### config.mk
export PLATFORM = sky130hd
export DESIGN_NAME = muxn_sync
export DESIGN_NICKNAME = d
export VERILOG_FILES = /design/src/rtl/muxn_sync_pkg.sv /design/src/rtl/muxn_tree.sv /design/src/rtl/muxn_sync.sv
export SDC_FILE = /design/constraint.sdc
export NUM_CORES = 1
export LEC_CHECK = 0
export BUFFER_PORTS_ARGS = -buffer_cell sky130_fd_sc_hd__buf_4
export CORE_UTILIZATION = 46
export DETAILED_ROUTE_END_ITERATION = 12
export PLACE_DENSITY_LB_ADDON = 0.05
export SETUP_SLACK_MARGIN = 0.1
export SLEW_MARGIN = 20
export SYNTH_ARGS = -nofsm -noshare
export SYNTH_HDL_FRONTEND = slang
export SYNTH_SLANG_ARGS = --single-unit
### constraint.sdc
create_clock -name clk -period 2 [get_ports clk]
set_input_delay 0 -clock clk [delete_from_list [all_inputs] [get_ports clk]]
set_output_delay 0 -clock clk [all_outputs]
set_load 0.03 [all_outputs]
### src/rtl/muxn_sync_pkg.sv
// Shared definitions for the synchronous guarded N:1 multiplexer.
//   state_e     : FSM encoding (LOCK / GUARD / RELOCK)
//   DEF_*       : default WIDTH / NCH / BLANK parameter values
//   CNT_W       : width of the switchover guard counter
//   sel_width() : select width for a channel count, never below 1
package muxn_sync_pkg;

  typedef enum logic [1:0] {
    ST_LOCK   = 2'd0,
    ST_GUARD  = 2'd1,
    ST_RELOCK = 2'd2
  } state_e;

  localparam int unsigned DEF_WIDTH = 8;
  localparam int unsigned DEF_NCH   = 4;
  localparam int unsigned DEF_BLANK = 2;
  localparam int unsigned CNT_W     = 4;

  // Select width for n channels: max(1, clog2(n)).
  function automatic int unsigned sel_width(input int unsigned n);
    return (n > 32'd2) ? 32'($clog2(n)) : 32'd1;
  endfunction

endpackage

### src/rtl/muxn_tree.sv
// Purely combinational NCH:1 selector built as a balanced 2:1 mux tree.
//   a   : NCH*WIDTH channel data, channel k at a[k*WIDTH +: WIDTH]
//   sel : channel index (indices >= NCH select zero)
//   y   : selected channel data
module muxn_tree #(
  parameter int unsigned WIDTH = 8,
  parameter int unsigned NCH   = 4,
  parameter int unsigned SELW  = 2
) (
  input  logic [NCH*WIDTH-1:0] a,
  input  logic [SELW-1:0]      sel,
  output logic [WIDTH-1:0]     y
);

  localparam int unsigned NP = 32'(1) << SELW;

  // Select bits kept so synthesis builds the explicit tree instead of
  // collapsing it into a flattened and-or structure.
  (* keep = "true" *) logic [SELW-1:0] sel_keep;
  assign sel_keep = sel;

  // Heap-indexed tree: node 1 is the root, leaves sit at NP..2*NP-1.
  logic [WIDTH-1:0] node [1:2*NP-1];

  genvar k, lvl, j;

  // Leaves: real channels, padded with zero up to the power of two.
  for (k = 0; k < NP; k++) begin : g_leaf
    if (k < NCH) begin : g_ch
      assign node[NP+k] = a[k*WIDTH +: WIDTH];
    end else begin : g_pad
      assign node[NP+k] = '0;
    end
  end

  // Root level uses the select MSB, leaf-side level uses the LSB.
  for (lvl = 0; lvl < SELW; lvl++) begin : g_lvl
    for (j = 0; j < (1 << lvl); j++) begin : g_node
      localparam int unsigned I = (32'(1) << lvl) + j;
      assign node[I] = sel_keep[SELW-1-lvl] ? node[2*I+1] : node[2*I];
    end
  end

  assign y = node[1];

endmodule

### src/rtl/muxn_sync.sv
// Registered N:1 multiplexer with a guarded channel switchover.
// A select request is taken only in LOCK; a change of channel blanks y_vld
// for BLANK guard cycles plus one refill cycle before the new channel is
// presented. Out-of-range requests are dropped and flagged in sticky sel_err.
//   clk, rst : clock (rising edge), asynchronous active-high reset
//   A        : NCH*WIDTH channel data, channel k at A[k*WIDTH +: WIDTH]
//   sel_req  : requested channel, qualified by sel_vld
//   sel_rdy  : request accepted this cycle (high only in LOCK)
//   cur_sel  : currently routed channel
//   Y, y_vld : registered selected data and its valid flag
//   sel_err  : sticky out-of-range request flag
// Build option: define MUXN_SYNC_BLANK_EN to drive Y to zero during the
// switchover; otherwise Y holds the last LOCK value through GUARD.
module muxn_sync
  import muxn_sync_pkg::*;
#(
  parameter  int unsigned WIDTH = DEF_WIDTH,
  parameter  int unsigned NCH   = DEF_NCH,
  parameter  int unsigned BLANK = DEF_BLANK,
  localparam int unsigned SELW  = sel_width(NCH)
) (
  input  logic                 clk,
  input  logic                 rst,
  input  logic [NCH*WIDTH-1:0] A,
  input  logic [SELW-1:0]      sel_req,
  input  logic                 sel_vld,
  output logic                 sel_rdy,
  output logic [SELW-1:0]      cur_sel,
  output logic [WIDTH-1:0]     Y,
  output logic                 y_vld,
  output logic                 sel_err
);

  state_e           state_q, state_d;
  logic [CNT_W-1:0] cnt_q, cnt_d;
  logic [SELW-1:0]  pend_q, pend_d;
  logic [SELW-1:0]  cur_sel_q, cur_sel_d;
  logic [WIDTH-1:0] y_q, y_d;
  logic             y_vld_q, y_vld_d;
  logic             sel_rdy_q, sel_rdy_d;
  logic             sel_err_q, sel_err_d;
  logic [WIDTH-1:0] a_sel;

  // Channel selector driven by the registered routing index.
  muxn_tree #(
    .WIDTH (WIDTH),
    .NCH   (NCH),
    .SELW  (SELW)
  ) u_tree (
    .a   (A),
    .sel (cur_sel_q),
    .y   (a_sel)
  );

  // Next-state, counter, select and output register logic.
  always_comb begin
    state_d   = state_q;
    cnt_d     = cnt_q;
    pend_d    = pend_q;
    cur_sel_d = cur_sel_q;
    sel_err_d = sel_err_q;
    y_d       = y_q;

    case (state_q)
      ST_LOCK: begin
        if (sel_vld) begin
          if (32'(sel_req) >= NCH) begin
            sel_err_d = 1'b1;
          end else if (sel_req != cur_sel_q) begin
            pend_d  = sel_req;
            cnt_d   = CNT_W'(BLANK);
            state_d = ST_GUARD;
          end
        end
      end
      ST_GUARD: begin
        // Routing index moves only here, on the last guard cycle.
        if (cnt_q == CNT_W'(1)) begin
          cur_sel_d = pend_q;
          cnt_d     = '0;
          state_d   = ST_RELOCK;
        end else begin
          cnt_d = cnt_q - CNT_W'(1);
        end
      end
      ST_RELOCK: begin
        state_d = ST_LOCK;
      end
      default: begin
        state_d = ST_LOCK;
      end
    endcase

    // Y samples the routed channel in LOCK and RELOCK, holds through GUARD.
    if (state_q != ST_GUARD) begin
      y_d = a_sel;
    end
`ifdef MUXN_SYNC_BLANK_EN
    if (state_d != ST_LOCK) begin
      y_d = '0;
    end
`endif

    y_vld_d   = (state_d == ST_LOCK);
    sel_rdy_d = (state_d == ST_LOCK);
  end

  // State and output registers.
  always_ff @(posedge clk or posedge rst) begin
    if (rst) begin
      state_q   <= ST_LOCK;
      cnt_q     <= '0;
      pend_q    <= '0;
      cur_sel_q <= '0;
      y_q       <= '0;
      y_vld_q   <= 1'b0;
      sel_rdy_q <= 1'b1;
      sel_err_q <= 1'b0;
    end else begin
      state_q   <= state_d;
      cnt_q     <= cnt_d;
      pend_q    <= pend_d;
      cur_sel_q <= cur_sel_d;
      y_q       <= y_d;
      y_vld_q   <= y_vld_d;
      sel_rdy_q <= sel_rdy_d;
      sel_err_q <= sel_err_d;
    end
  end

  assign sel_rdy = sel_rdy_q;
  assign cur_sel = cur_sel_q;
  assign Y       = y_q;
  assign y_vld   = y_vld_q;
  assign sel_err = sel_err_q;

endmodule

==> results.sh <==
export IMPL_grt_antenna_before_repair=0
export IMPL_setup_viol=0
export IMPL_start_util_pct=49.7
export IMPL_seq_power_share_pct=33.9
export IMPL_arrival_ns=1.81
export IMPL_leakage_nw=0.804
export IMPL_rrSetupSlack_ns=0.39
export IMPL_io_pins=50
export IMPL_power_density_nw_per_um2=1530
export IMPL_synth_simple_gate_area_share_pct=15.3
export IMPL_grt_ovfl_total=0
export IMPL_nets=182
export IMPL_rows=17
export IMPL_cts_sinks=20
export IMPL_fin_skew_ns=0.00482
export IMPL_drc=0
export IMPL_p_total_mw=2.38
export IMPL_cap_violations=0
export IMPL_rsz0062_at_grt="false"
export IMPL_grt_usage_pct=20.4
export IMPL_clockPowerShare_pct=14.0
export IMPL_wire_per_inst_um=13.7
export IMPL_hp_class="input pin to flop"
export IMPL_status="completed"
export IMPL_tritoncts="built"
export IMPL_ctsHtreeMaxLevel=1
export IMPL_drive_gt1_share_pct=44.4
export IMPL_numCtsBuffers=3
export IMPL_synth_area_per_cell_um2=12.0
export IMPL_grt_max_degree=21
export IMPL_clockBufferDepth=2
export IMPL_maxSlewViolCount=0
export IMPL_cts_repair_resized=0
export IMPL_synth_compound_area_share_pct=6.15
export IMPL_clock_latency_ns=0.31
export IMPL_synthMuxAreaShare_pct=23.5
export IMPL_first_pass_iters=4
export IMPL_timing_slew_headroom_pct=51.1
export IMPL_max_slew_worst_pin_slew_ns=0.733
export IMPL_fin_crit_sh_pct=80.4
export IMPL_grt_pass1_wl_um=3830
export IMPL_place_gp_congestion=0.738
export IMPL_hold_violations=0
export IMPL_die_w_um=51.3
export IMPL_required_ns=2.21
export IMPL_antenna_left=0
export IMPL_peakVddDrop_mv=1.01
export IMPL_fmax_mhz=622
export IMPL_place_ws_ns=0.404
export IMPL_fin_ws_ns=0.392
export IMPL_ys_ff_latch=20
export IMPL_post_cts_buffers=0
export IMPL_synth_cells=93
export IMPL_ys_types=31
export IMPL_port_buffers=48
export IMPL_syn_nets=132
export IMPL_p_int_mw=1.40
export IMPL_synthXorXnorAreaFrac_pct=1.56
export IMPL_area_growth_synth_to_final_pct=38.9
export IMPL_combPwrFrac_pct=52.1
export IMPL_finalSetupTns_ns=0
export IMPL_synth_cell_area_um2=1120
export IMPL_wirelength_um=2320
export IMPL_start_kind="flop"
export IMPL_vias=890
export IMPL_post_route_min_period_ns=1.61
export IMPL_first_global_vias=891
export IMPL_path_max_fanout=11
export IMPL_endpoint_kind="flop"
export IMPL_cts_hold_buf=3
export IMPL_switching_share_pct=41.2
export IMPL_clkTransAtPathRegs_ns=0.12
export IMPL_ys_seq_area_share_pct=44.8
export IMPL_antenna_cells=0
export IMPL_hpwl_um=1820
export IMPL_synthAdderAreaFrac_pct=2.23
export IMPL_p_sw_uw=980
export IMPL_core_area_um2=2250
export IMPL_cts_root_buf="clkbuf_4"
export IMPL_synth_top_family_by_area="multiplexers"
export IMPL_vias_per_cell=5.24
export IMPL_die_h_um=51.3
export IMPL_drt_iter0_drc=13
export IMPL_die_area_um2=2640
export IMPL_crit_type="flop to flop"
export IMPL_yosysWarnings=0
==> path summary, 6_finish.rpt <==
path                                        start                      to  depth (start not counted)
max                        cur_sel[0]$_DFFE_PP0P_    cnt_q[3]$_DFFE_PP0P_                          4
min                                         A[29]        Y[5]$_DFFE_PP0N_                          4
max reg2reg                cur_sel[0]$_DFFE_PP0P_    cnt_q[3]$_DFFE_PP0P_                          4
min reg2reg                      Y[6]$_DFFE_PP0N_        Y[6]$_DFFE_PP0N_                          2
max in group asynchronous                     rst  cur_sel[1]$_DFFE_PP0P_                          3
min in group asynchronous                     rst    state_q[1]$_DFF_PP0_                          3
==> power groups by stage <==
stage / Sequential (mW) / Clock (mW) / Combinational [mW]
detailed placement: 0.819 / 0 / 1.25
CTS: 0.813 / 0.338 / 1.25
global placement: 0.808 / 0 / 1.22
floorplan: 0.924 / 0 / 0.792
finish: 0.807 / 0.333 / 1.24
global route: 0.838 / 0.352 / 1.36
==> final cells by class <==
type | count | area [um^2]
clock buffer | 3 | 22.5
clock inverter | 1 | 30.0
fill | 184 | 699
inverter | 5 | 18.8
multi-input combinational | 61 | 549
sequential | 20 | 502
tap | 28 | 35.0
timing repair buffer | 52 | 398
==> synthesized netlist by cell type, drive strengths merged <==
cell / instances / area (um^2)
conb: 1 / 3.75
mux2: 4 / 52.6
a21oi: 2 / 13.8
nand3: 1 / 5.00
nand2: 24 / 90.1
nor2: 2 / 7.51
a21o: 2 / 16.3
dfstp: 1 / 26.3
inv: 5 / 18.8
nor4: 1 / 21.3
a211o: 1 / 8.76
o21ai: 2 / 10.0
xnor2: 2 / 17.5
o2111a: 1 / 11.3
dfrtp: 19 / 475
a2111oi: 1 / 8.76
buf: 6 / 46.3
clkbuf: 1 / 3.75
and3: 1 / 6.26
or2b: 1 / 8.76
nor3: 2 / 10.0
and2b: 1 / 7.51
mux4: 8 / 210
nand2b: 2 / 15.0
ha: 2 / 25.0
==> cells by family (layout without fill, tap and decap cells) <==
family / Yosys count / after routing
xor gates and xnor gates: 2 / 2
AOI/OAI and AO/OA: 9 / 9
muxes: 12 / 12
and+or+nand+nor: 35 / 35
other: 1 / 1
buffers and inverters: 12 / 61
adders and majority gates: 2 / 2
DFF: 20 / 20
==> worst max-delay path, cell delays in order, from the launching register on <==
cell and delay (ns):
dfrtp_1 0.67, xnor2_1 0.17, a21oi_2 0.22, nor2_1 0.13, a211o_1 0.32
==> through the flow <==
| step | hold WS [ns] | cells | cell area, um^2 | util [%] |
|---|---|---|---|---|
| floorplan | -0.0369 | 93 | 1120 | - |
| global placement | 0.163 | 163 | 1470 | 65.3 |
| detailed placement | 0.177 | 163 | 1470 | 65.3 |
| CTS | 0.0947 | 170 | 1560 | 69.0 |
| global route | 0.106 | 170 | 1560 | 69.0 |
| finish | 0.0962 | 170 | 1560 | 69.0 |
==> sequential cells by signal (all words and copies together), names as in the netlist <==
name and flops:
Y 8, cnt_q 4, cur_sel 2, pend_q 2
state_q 2, sel_rdy 1, y_vld 1
==> per-layer routing <==
| metal | vias up | wire length (um) | track usage [%] |
|---|---|---|---|
| met1 | 425 | 975 | 24.3 |
| met2 | 37 | 1180 | 35.5 |
| met4 | 0 | 48 | 9.46 |
| li1 | 424 | - | - |
| met3 | 4 | 115 | 3.57 |
| met5 | - | 0 | 0 |
==> layout by cell type (no fill, tap or decap), drive strengths merged, types with 2 or more instances in the layout <==
master	netlist	routed
a21o	2	2
a21oi	2	2
buf	6	49
clkbuf	1	3
dfrtp	19	19
dlygate4sd3	0	3
ha	2	2
inv	5	5
mux2	4	4
mux4	8	8
nand2	24	24
nand2b	2	2
nor2	2	2
nor3	2	2
o21ai	2	2
xnor2	2	2
Power figures use the tool's default switching activity.
